===== src/rtl/iob_cache_write_buffer.sv =====
// iob_cache_write_buffer
//
// Write-through staging FIFO between the cache controller and the back-end
// write channel. Word writes {addr, wdata, wstrb} are queued and drained in
// order through a valid/ready handshake. When MERGE_EN is set, a write whose
// address matches the most recent pending entry (the tail) is coalesced into
// it instead of taking a new slot. An address lookup reports whether a read
// address is still pending, so only reads that would see stale data stall.
//
// Ports:
//   clk_i, reset_i          clock, synchronous active-high reset
//   push_i                  write request from the controller
//   push_addr_i/_wdata_i/_wstrb_i  word address, data, byte enables
//   push_ready_o            write accepted this cycle (stored or merged)
//   out_valid_o/out_ready_i head handshake toward the write channel
//   out_addr_o/_wdata_o/_wstrb_o   head entry contents
//   lookup_addr_i           read address to check
//   lookup_hit_o            some pending entry matches lookup_addr_i
//   empty_o, full_o, level_o  occupancy status

module iob_cache_write_buffer #(
    parameter int ADDR_W   = 24,
    parameter int DATA_W   = 32,
    parameter int DEPTH_W  = 2,
    parameter int MERGE_EN = 1,
    parameter int NBYTES   = DATA_W / 8,
    parameter int NBYTES_W = $clog2(NBYTES)
) (
    input  logic                       clk_i,
    input  logic                       reset_i,

    input  logic                       push_i,
    input  logic [ADDR_W-NBYTES_W-1:0] push_addr_i,
    input  logic [DATA_W-1:0]          push_wdata_i,
    input  logic [NBYTES-1:0]          push_wstrb_i,
    output logic                       push_ready_o,

    output logic                       out_valid_o,
    input  logic                       out_ready_i,
    output logic [ADDR_W-NBYTES_W-1:0] out_addr_o,
    output logic [DATA_W-1:0]          out_wdata_o,
    output logic [NBYTES-1:0]          out_wstrb_o,

    input  logic [ADDR_W-NBYTES_W-1:0] lookup_addr_i,
    output logic                       lookup_hit_o,

    output logic                       empty_o,
    output logic                       full_o,
    output logic [DEPTH_W:0]           level_o
);

    localparam int AW    = ADDR_W - NBYTES_W;
    localparam int DEPTH = 2 ** DEPTH_W;

    localparam logic [DEPTH_W:0]   LVL_FULL = (DEPTH_W + 1)'(DEPTH);
    localparam logic [DEPTH_W:0]   LVL_ONE  = (DEPTH_W + 1)'(1);
    localparam logic [DEPTH_W-1:0] PTR_ONE  = DEPTH_W'(1);

    // Entry storage; contents are not reset, occupancy is tracked by level_q.
    logic [AW-1:0]     addr_mem [DEPTH];
    logic [DATA_W-1:0] data_mem [DEPTH];
    logic [NBYTES-1:0] strb_mem [DEPTH];

    logic [DEPTH_W-1:0] rd_ptr;
    logic [DEPTH_W-1:0] wr_ptr;
    logic [DEPTH_W:0]   level_q;

    logic [DEPTH_W-1:0] tail_ptr;
    logic               empty;
    logic               full;
    logic               pop;
    logic               merge;
    logic               push_acc;

    assign empty    = (level_q == '0);
    assign full     = (level_q == LVL_FULL);
    assign tail_ptr = wr_ptr - PTR_ONE;
    assign pop      = ~empty & out_ready_i;

    // A single pending entry that is popping this cycle is no longer a safe
    // merge target: the write is queued as a fresh entry instead.
    assign merge = (MERGE_EN != 0) & push_i & ~empty
                 & (push_addr_i == addr_mem[tail_ptr])
                 & ~((level_q == LVL_ONE) & pop);

    // Full blocks a new slot even when a pop happens in the same cycle; this
    // keeps push_ready_o free of any path from out_ready_i except via merge.
    assign push_ready_o = ~full | merge;
    assign push_acc     = push_i & push_ready_o & ~merge;

    assign out_valid_o = ~empty;
    assign empty_o     = empty;
    assign full_o      = full;
    assign level_o     = level_q;
    assign out_addr_o  = addr_mem[rd_ptr];
    assign out_wdata_o = data_mem[rd_ptr];
    assign out_wstrb_o = strb_mem[rd_ptr];

    // Control state: pointers wrap freely, level_q is the source of truth.
    always_ff @(posedge clk_i) begin
        if (reset_i) begin
            rd_ptr  <= '0;
            wr_ptr  <= '0;
            level_q <= '0;
        end else begin
            if (pop)      rd_ptr <= rd_ptr + PTR_ONE;
            if (push_acc) wr_ptr <= wr_ptr + PTR_ONE;
            case ({push_acc, pop})
                2'b10:   level_q <= level_q + LVL_ONE;
                2'b01:   level_q <= level_q - LVL_ONE;
                default: level_q <= level_q;
            endcase
        end
    end

    // Entry data: new slot on push, byte-wise overlay into the tail on merge.
    always_ff @(posedge clk_i) begin
        if (push_acc) begin
            addr_mem[wr_ptr] <= push_addr_i;
            data_mem[wr_ptr] <= push_wdata_i;
            strb_mem[wr_ptr] <= push_wstrb_i;
        end else if (merge) begin
            for (int b = 0; b < NBYTES; b++) begin
                if (push_wstrb_i[b]) begin
                    data_mem[tail_ptr][8*b +: 8] <= push_wdata_i[8*b +: 8];
                end
            end
            strb_mem[tail_ptr] <= strb_mem[tail_ptr] | push_wstrb_i;
        end
    end

    // Only slots within the pending window (rd_ptr .. rd_ptr+level-1) count.
    always_comb begin
        lookup_hit_o = 1'b0;
        for (int i = 0; i < DEPTH; i++) begin
            if (((DEPTH_W + 1)'(i) < level_q) &&
                (addr_mem[rd_ptr + DEPTH_W'(i)] == lookup_addr_i)) begin
                lookup_hit_o = 1'b1;
            end
        end
    end

endmodule


===== config.mk =====
export PLATFORM = sky130hd
export DESIGN_NAME = iob_cache_write_buffer
export DESIGN_NICKNAME = d
export VERILOG_FILES = /design/src/rtl/iob_cache_write_buffer.sv
export SDC_FILE = /design/constraint.sdc
export NUM_CORES = 1
export LEC_CHECK = 0
export CAP_MARGIN = 20
export CORE_MARGIN = 2
export CORE_UTILIZATION = 40
export CTS_BUF_LIST = sky130_fd_sc_hd__clkbuf_2 sky130_fd_sc_hd__clkbuf_4 sky130_fd_sc_hd__clkbuf_8
export DETAILED_ROUTE_END_ITERATION = 8
export DONT_BUFFER_PORTS = 1
export GPL_TIMING_DRIVEN = 0
export HOLD_SLACK_MARGIN = 0.03
export PLACE_DENSITY = 0.51
export SYNTH_ARGS = -nofsm -noshare
export SYNTH_HDL_FRONTEND = slang
export SYNTH_SLANG_ARGS = --single-unit

===== constraint.sdc =====
create_clock -name clk_i -period 7.71 [get_ports clk_i]
set_input_delay 1.542 -clock clk_i [delete_from_list [all_inputs] [get_ports clk_i]]
set_output_delay 1.542 -clock clk_i [all_outputs]
set_load 0.01 [all_outputs]

# Word level (Yosys, flattened, before mapping)
# Memories as Yosys holds them, arrays and structs flattened. A register that Yosys moved wholly into a read port is not among the register bits.
# Index checks and enable logic that the tools add are counted.
dict set report op_classes {
  reduce_logical 8
  n_eq_ne 9
  muxes 38
  n_lt_le_gt_ge 4
  add_sub_neg 7
  bitwise 13
}
# op n
set op_table {}
lappend op_table {{$eq A22 B22 Y1} 5}
lappend op_table {{$mux W32} 1}
lappend op_table {{$reduce_or A32 Y1} 1}
lappend op_table {{$mux W1} 26}
lappend op_table {{$mux W2} 8}
lappend op_table {{$mux W4} 2}
lappend op_table {{$and A1 B1 Y1} 7}
lappend op_table {{$lt A1 B3 Y1 const A} 2}
lappend op_table {{$lt A2 B3 Y1 const A} 2}
lappend op_table {{$pmux W3 S2} 1}
lappend op_table {{$add A2 B1 Y2 const B} 2}
lappend op_table {{$add A2 B2 Y2 const B} 2}
lappend op_table {{$logic_and A1 B1 Y1} 4}
lappend op_table {{$not A1 Y1} 4}
lappend op_table {{$or A4 B4 Y4} 1}
lappend op_table {{$reduce_or A4 Y1} 1}
lappend op_table {{$add A3 B1 Y3 const B} 1}
lappend op_table {{$eq A3 B1 Y1 const B} 1}
lappend op_table {{$eq A3 B3 Y1 const B} 1}
lappend op_table {{$logic_not A3 Y1} 1}
lappend op_table {{$sub A3 B1 Y3 const B} 1}
lappend op_table {{$eq A2 B1 Y1 const B} 1}
lappend op_table {{$eq A2 B2 Y1 const B} 1}
lappend op_table {{$reduce_bool A2 Y1} 1}
lappend op_table {{2 further kinds} 2}
dict set report word_totals {
  out_inout_bits 66
  in_bits 84
  mem_count 3
  mem_bits_rw 232
  word_cells 85
  regBits 7
}
# name words word_bits read_ports rd_ports_with_merged_regs wr line_no
set mem_list {}
lappend mem_list {data_mem 4 32 1 1 1 61} ;# logic [DATA_W-1:0] data_mem [DEPTH];
lappend mem_list {addr_mem 4 22 5 1 1 60} ;# logic [AW-1:0] addr_mem [DEPTH];
lappend mem_list {strb_mem 4 4 2 1 1 62} ;# logic [NBYTES-1:0] strb_mem [DEPTH];

# Longest topological paths before layout
dict set report depth {
  ltp_word 13
  depth_mapped 20
  mapped_depth_nobuf 13
}

# Worst setup path before layout
# Ideal clock, no wire load.
dict set report synth_path {
  path_type {register to output}
  from {register wr_ptr[0]}
  to {output push_ready_o}
  t_arrival_ns 3.746
  setup_slack_ns 2.422
  path_stages_with_launch 15
  t_required_ns 6.168
  path_buffers 6
  path_cell_list {dfxtp_1 > buf_6 > buf_4 > buf_4 > buf_1 > inv_1 > ha_1 > clkbuf_1 > mux4_2 > xnor2_1 > nand4_1 > or3_1 > or4_1 > buf_2 > nand2_1}
}
dict set report synth_via {
  elab_chain_len 6
}
# element line_no
set synth_rtl {}
lappend synth_rtl {{start, declared} 65} ;# logic [DEPTH_W-1:0] wr_ptr;
lappend synth_rtl {{start signal, assigned} 107} ;# if (push_acc) wr_ptr <= wr_ptr + PTR_ONE;
lappend synth_rtl {{$sub A2 B1 Y2} 77} ;# assign tail_ptr = wr_ptr - PTR_ONE;
lappend synth_rtl {{named net tail_ptr[0]} 68} ;# logic [DEPTH_W-1:0] tail_ptr;
lappend synth_rtl {{$mem_v2 Z4 W22} n/a}
lappend synth_rtl {{$eq A22 B22 Y1} 83} ;# & (push_addr_i == addr_mem[tail_ptr])
lappend synth_rtl {{$and A1 B1 Y1} 83}
lappend synth_rtl {{$and A1 B1 Y1} 84} ;# & ~((level_q == LVL_ONE) & pop);
lappend synth_rtl {{$or A1 B1 Y1} 88} ;# assign push_ready_o = ~full | merge;
lappend synth_rtl {{end, declared} 36} ;# output logic push_ready_o,
# The timed path passes the listed nets, and every way through them passes these cells.

# Worst setup path after layout
# Ends and elaborated chain as after synthesis.

==> impl_metrics.csv <==
group,metric,value,unit
clock_tree,cts-resized-gates,0,
routing,drt-initial-drc-count,568,
finish,fill_cells,2687,
global_routing,first_global_vias,7789,
die,die_h,182.6,µm
synthesis,synth_cell_types,47,
die,dieArea,33330,µm²
setup_path,worstSetupStartpointType,"flop",
worst_hold_path,holdPathEnd,"wr_ptr[1]$_SDFFE_PP0P_",
clock_tree,clock-root-buffer,"clkbuf_8",
synthesis,syn_area_per_cell,17.89,µm²
global_routing,grt_pass1_wl,52.81,mm
synthesis,synthCells,713,
setup_path,crit_buf_inv,7,
run,maxCapViolCount,0,
routing,routedWlPerCell,29.98,µm
synthesis,synthArstFlopShare,0,%
synthesis,syn_area,12750,µm²
clock_tree,cts_sinks,241,
setup_path,cp_data_required_time,6.17,ns
finish,syn_to_final_growth,12.54,%
synthesis,yosys_register_bits,241,
setup_path,rr_endpoint,"data_mem[1][29]$_DFFE_PP_",
synthesis,synth_edf_count,232,
setup_path,crit_arrival,5.98,ns
clock_tree,clk_pin_slew,0.06,ns
routing,final_antenna_net_count,0,
die,die_x,182.6,µm
finish,final_cell_area,14350,µm²
power_and_ir_drop,vdd_drop_max,0.0001262,V
die,rows,65,
power_and_ir_drop,p_leak,4.374,nW
global_routing,grt_max_degree,23,
clock_tree,tritoncts,"built",
setup_path,crit_path_start,"wr_ptr[0]$_SDFFE_PP0P_",
clock_tree,clk_latency,0.57,ns
global_routing,antenna_found_initial,0,
worst_hold_path,hold_path_startpoint,"wr_ptr[1]$_SDFFE_PP0P_",
synthesis,synth_xor_area_share,7.898,%
synthesis,yosys_warnings,0,
die,coreArea,31470,µm²
place,gp_congestion,0.8926,
setup_path,cp_top_family,"buffers and inverters",
synthesis,synth_top_family_by_area,"multiplexers",
place,port_buffers,0,
die,initial_utilization,40.52,%
synthesis,synth.area.mux_share,26.89,%
clock_tree,cts_made_buffers,42,
synthesis,synthTopCellsByArea,"edfxtp_1, mux4_2, xnor2_1, xor2_1, dfxtp_1",
global_routing,grt_overflow,0,
worst_hold_path,min_path_cells,2,
routing,totalWireLength,36.25,mm
sta,slew_headroom,26.21,%
finish,drive_gt1_share,30.11,%
die,io_pins,150,
setup_path,slowest_delay,0.65,ns
routing,vias_per_cell,6.148,
setup_path,reg2reg_setup_slack,1.01,ns
synthesis,synth_most_common_cell,"edfxtp_1",
sta,fmax,132.9,MHz
synthesis,yosys-top-cells-count,"edfxtp_1, mux4_2, xnor2_1",
synthesis,synthSimpleGateAreaFrac,4.248,%
synthesis,synth_area_leader_cell,"edfxtp_1",
clock_tree,postCtsSetupBuffers,0,
synthesis,synthAdderAreaFrac,0.8830,%
setup_path,reg2reg_depth,14,
synthesis,ys.flop_type,"edfxtp_1",
setup_path,crit_top_cell,"buf_4",
setup_path,end_kind,"primary output",
synthesis,synth_compound_area_share,2.217,%
place,dpl.hpwl,25.66,mm
setup_path,path_max_fanout,10,
setup_path,crit_chain,"buf_6, buf_4, buf_4, buf_1, inv_1, ha_1, clkbuf_1, mux4_2, xnor2_1, nand4_1, or3_1, or4_1, buf_2, nand2_1",
clock_tree,h-tree-depth,2,
global_routing,grt_usage,22.03,%
sta,timing.final.hold_violations,0,
setup_path,worst_path_max_delay_cell,"clkbuf_1",
run_status,status,"finished clean",
setup_path,crit_type,"flop to primary output",
routing,firstDrtPassIters,5,
finish,antennaDiodeCount,0,
sta,fin_tns_setup,0,ns
clock_tree,ctsLongestPathBuffers,3,
place,postPlaceCellArea,13340,µm²
routing,drc,0,
setup_path,r2r-start,"wr_ptr[0]$_SDFFE_PP0P_",
sta,period_needed,7.525,ns
synthesis,netlist.area_leader.share,54.63,%
sta,min_period_over_period,97.60,%
synthesis,ys_seq_area_share,56.04,%
finish,fin_cells,1209,
sta,clock-skew-final,0.04484,ns
routing,num_vias,7433,
sta,worstMarginPinSlew,1.107,ns
synthesis,syn-num-nets,806,
sta,final-setup-viol-count,0,
place,dp.cells,1123,
finish,layout.nets,866,
worst_hold_path,hold_class,"flop to flop",
power_and_ir_drop,cellPowerDensity,311.4,nW/µm²
sta,rsz0062_at_grt,"no",
sta,slew_viol_final,0,
clock_tree,cts_hold_buf,0,
layout make-up:
| class | instances | area (µm²) | area share, % |
|---|---|---|---|
| Clock buffer | 52 | 659.4 | 4.594 |
| Timing Repair Buffer | 16 | 157.7 | 1.098 |
| Multi-Input combinational cell | 423 | 5379 | 37.48 |
| Clock inverter | 26 | 274.0 | 1.909 |
| Sequential cell | 241 | 7147 | 49.80 |
| Buffer | 41 | 202.7 | 1.412 |
| Inverter | 8 | 30.03 | 0.2092 |
| Tap cell | 402 | 503.0 | 3.504 |
metal layers:
metal / vias to the layer above / track usage [%] / wire length (µm)
met1: 3886 / 27.50 / 13850
met2: 370 / 37.58 / 18080
met3: 69 / 6.226 / 3383
met4: 0 / 6.323 / 934
met5: - / 0 / 0
li1: 3108 / - / -
cells by family (layout without fill, tap and decap cells):
family,after synthesis,count (layout)
buffers and inverters,49,143
AND/OR/NAND/NOR,96,96
flip-flops,241,241
adder cells (fa/ha/maj),9,9
AO/OA/AOI/OAI,41,41
XOR/XNOR,115,115
multiplexers,162,162
worst min-delay path, cell delays in order, from the launching register on:
cell and delay [ns]:
dfxtp_1 0.37, nand2b_1 0.10, mux2i_1 0.07
where the power goes:
part / switching [mW] / internal (mW)
registers: 0.0690 / 1.56
clock network: 0.526 / 0.770
logic: 0.877 / 0.669
how the worst max path moves through the flow:
stage / end / slack [ns] / cells after the start
2_1_floorplan: push_ready_o / 2.42 / 14
3_3_place_gp: data_mem[1][13]$_DFFE_PP_ / 0.54 / 14
3_5_place_dp: push_ready_o / 0.81 / 14
4_1_cts: push_ready_o / 0.20 / 14
5_1_grt: push_ready_o / 0.01 / 14
6_report: push_ready_o / 0.19 / 14
flip-flops by register name, indices dropped and copies added, names as in the netlist, named ones only:
signal / flops
data_mem: 128
rd_ptr: 2
strb_mem: 16
wr_ptr: 2
addr_mem: 88
level_o: 3
stage by stage:
step	setup slack [ns]	power [mW]	util, %	hold slack (ns)
2_1_floorplan	2.422	2.730	-	0.5066
3_3_place_gp	0.5359	3.159	42.12	0.5348
3_5_place_dp	0.8071	3.185	42.37	0.5856
4_1_cts	0.1966	4.489	45.34	0.5940
5_1_grt	0.01349	4.654	45.60	0.6174
6_report	0.1852	4.469	45.60	0.5822
placed cells by master (no fill, tap or decap), types with 11 or more instances in the layout:
| cell type | n |
|---|---|
| buf_1 | 12 |
| buf_4 | 12 |
| clkbuf_1 | 21 |
| clkbuf_8 | 43 |
| clkinv_1 | 11 |
| edfxtp_1 | 232 |
| mux2i_1 | 16 |
| mux4_2 | 144 |
| nand2_1 | 17 |
| nand4_1 | 16 |
| nor2_1 | 13 |
| nor4_1 | 14 |
| xnor2_1 | 63 |
| xor2_1 | 52 |
Note: power is estimated with default switching activity, not from simulation.
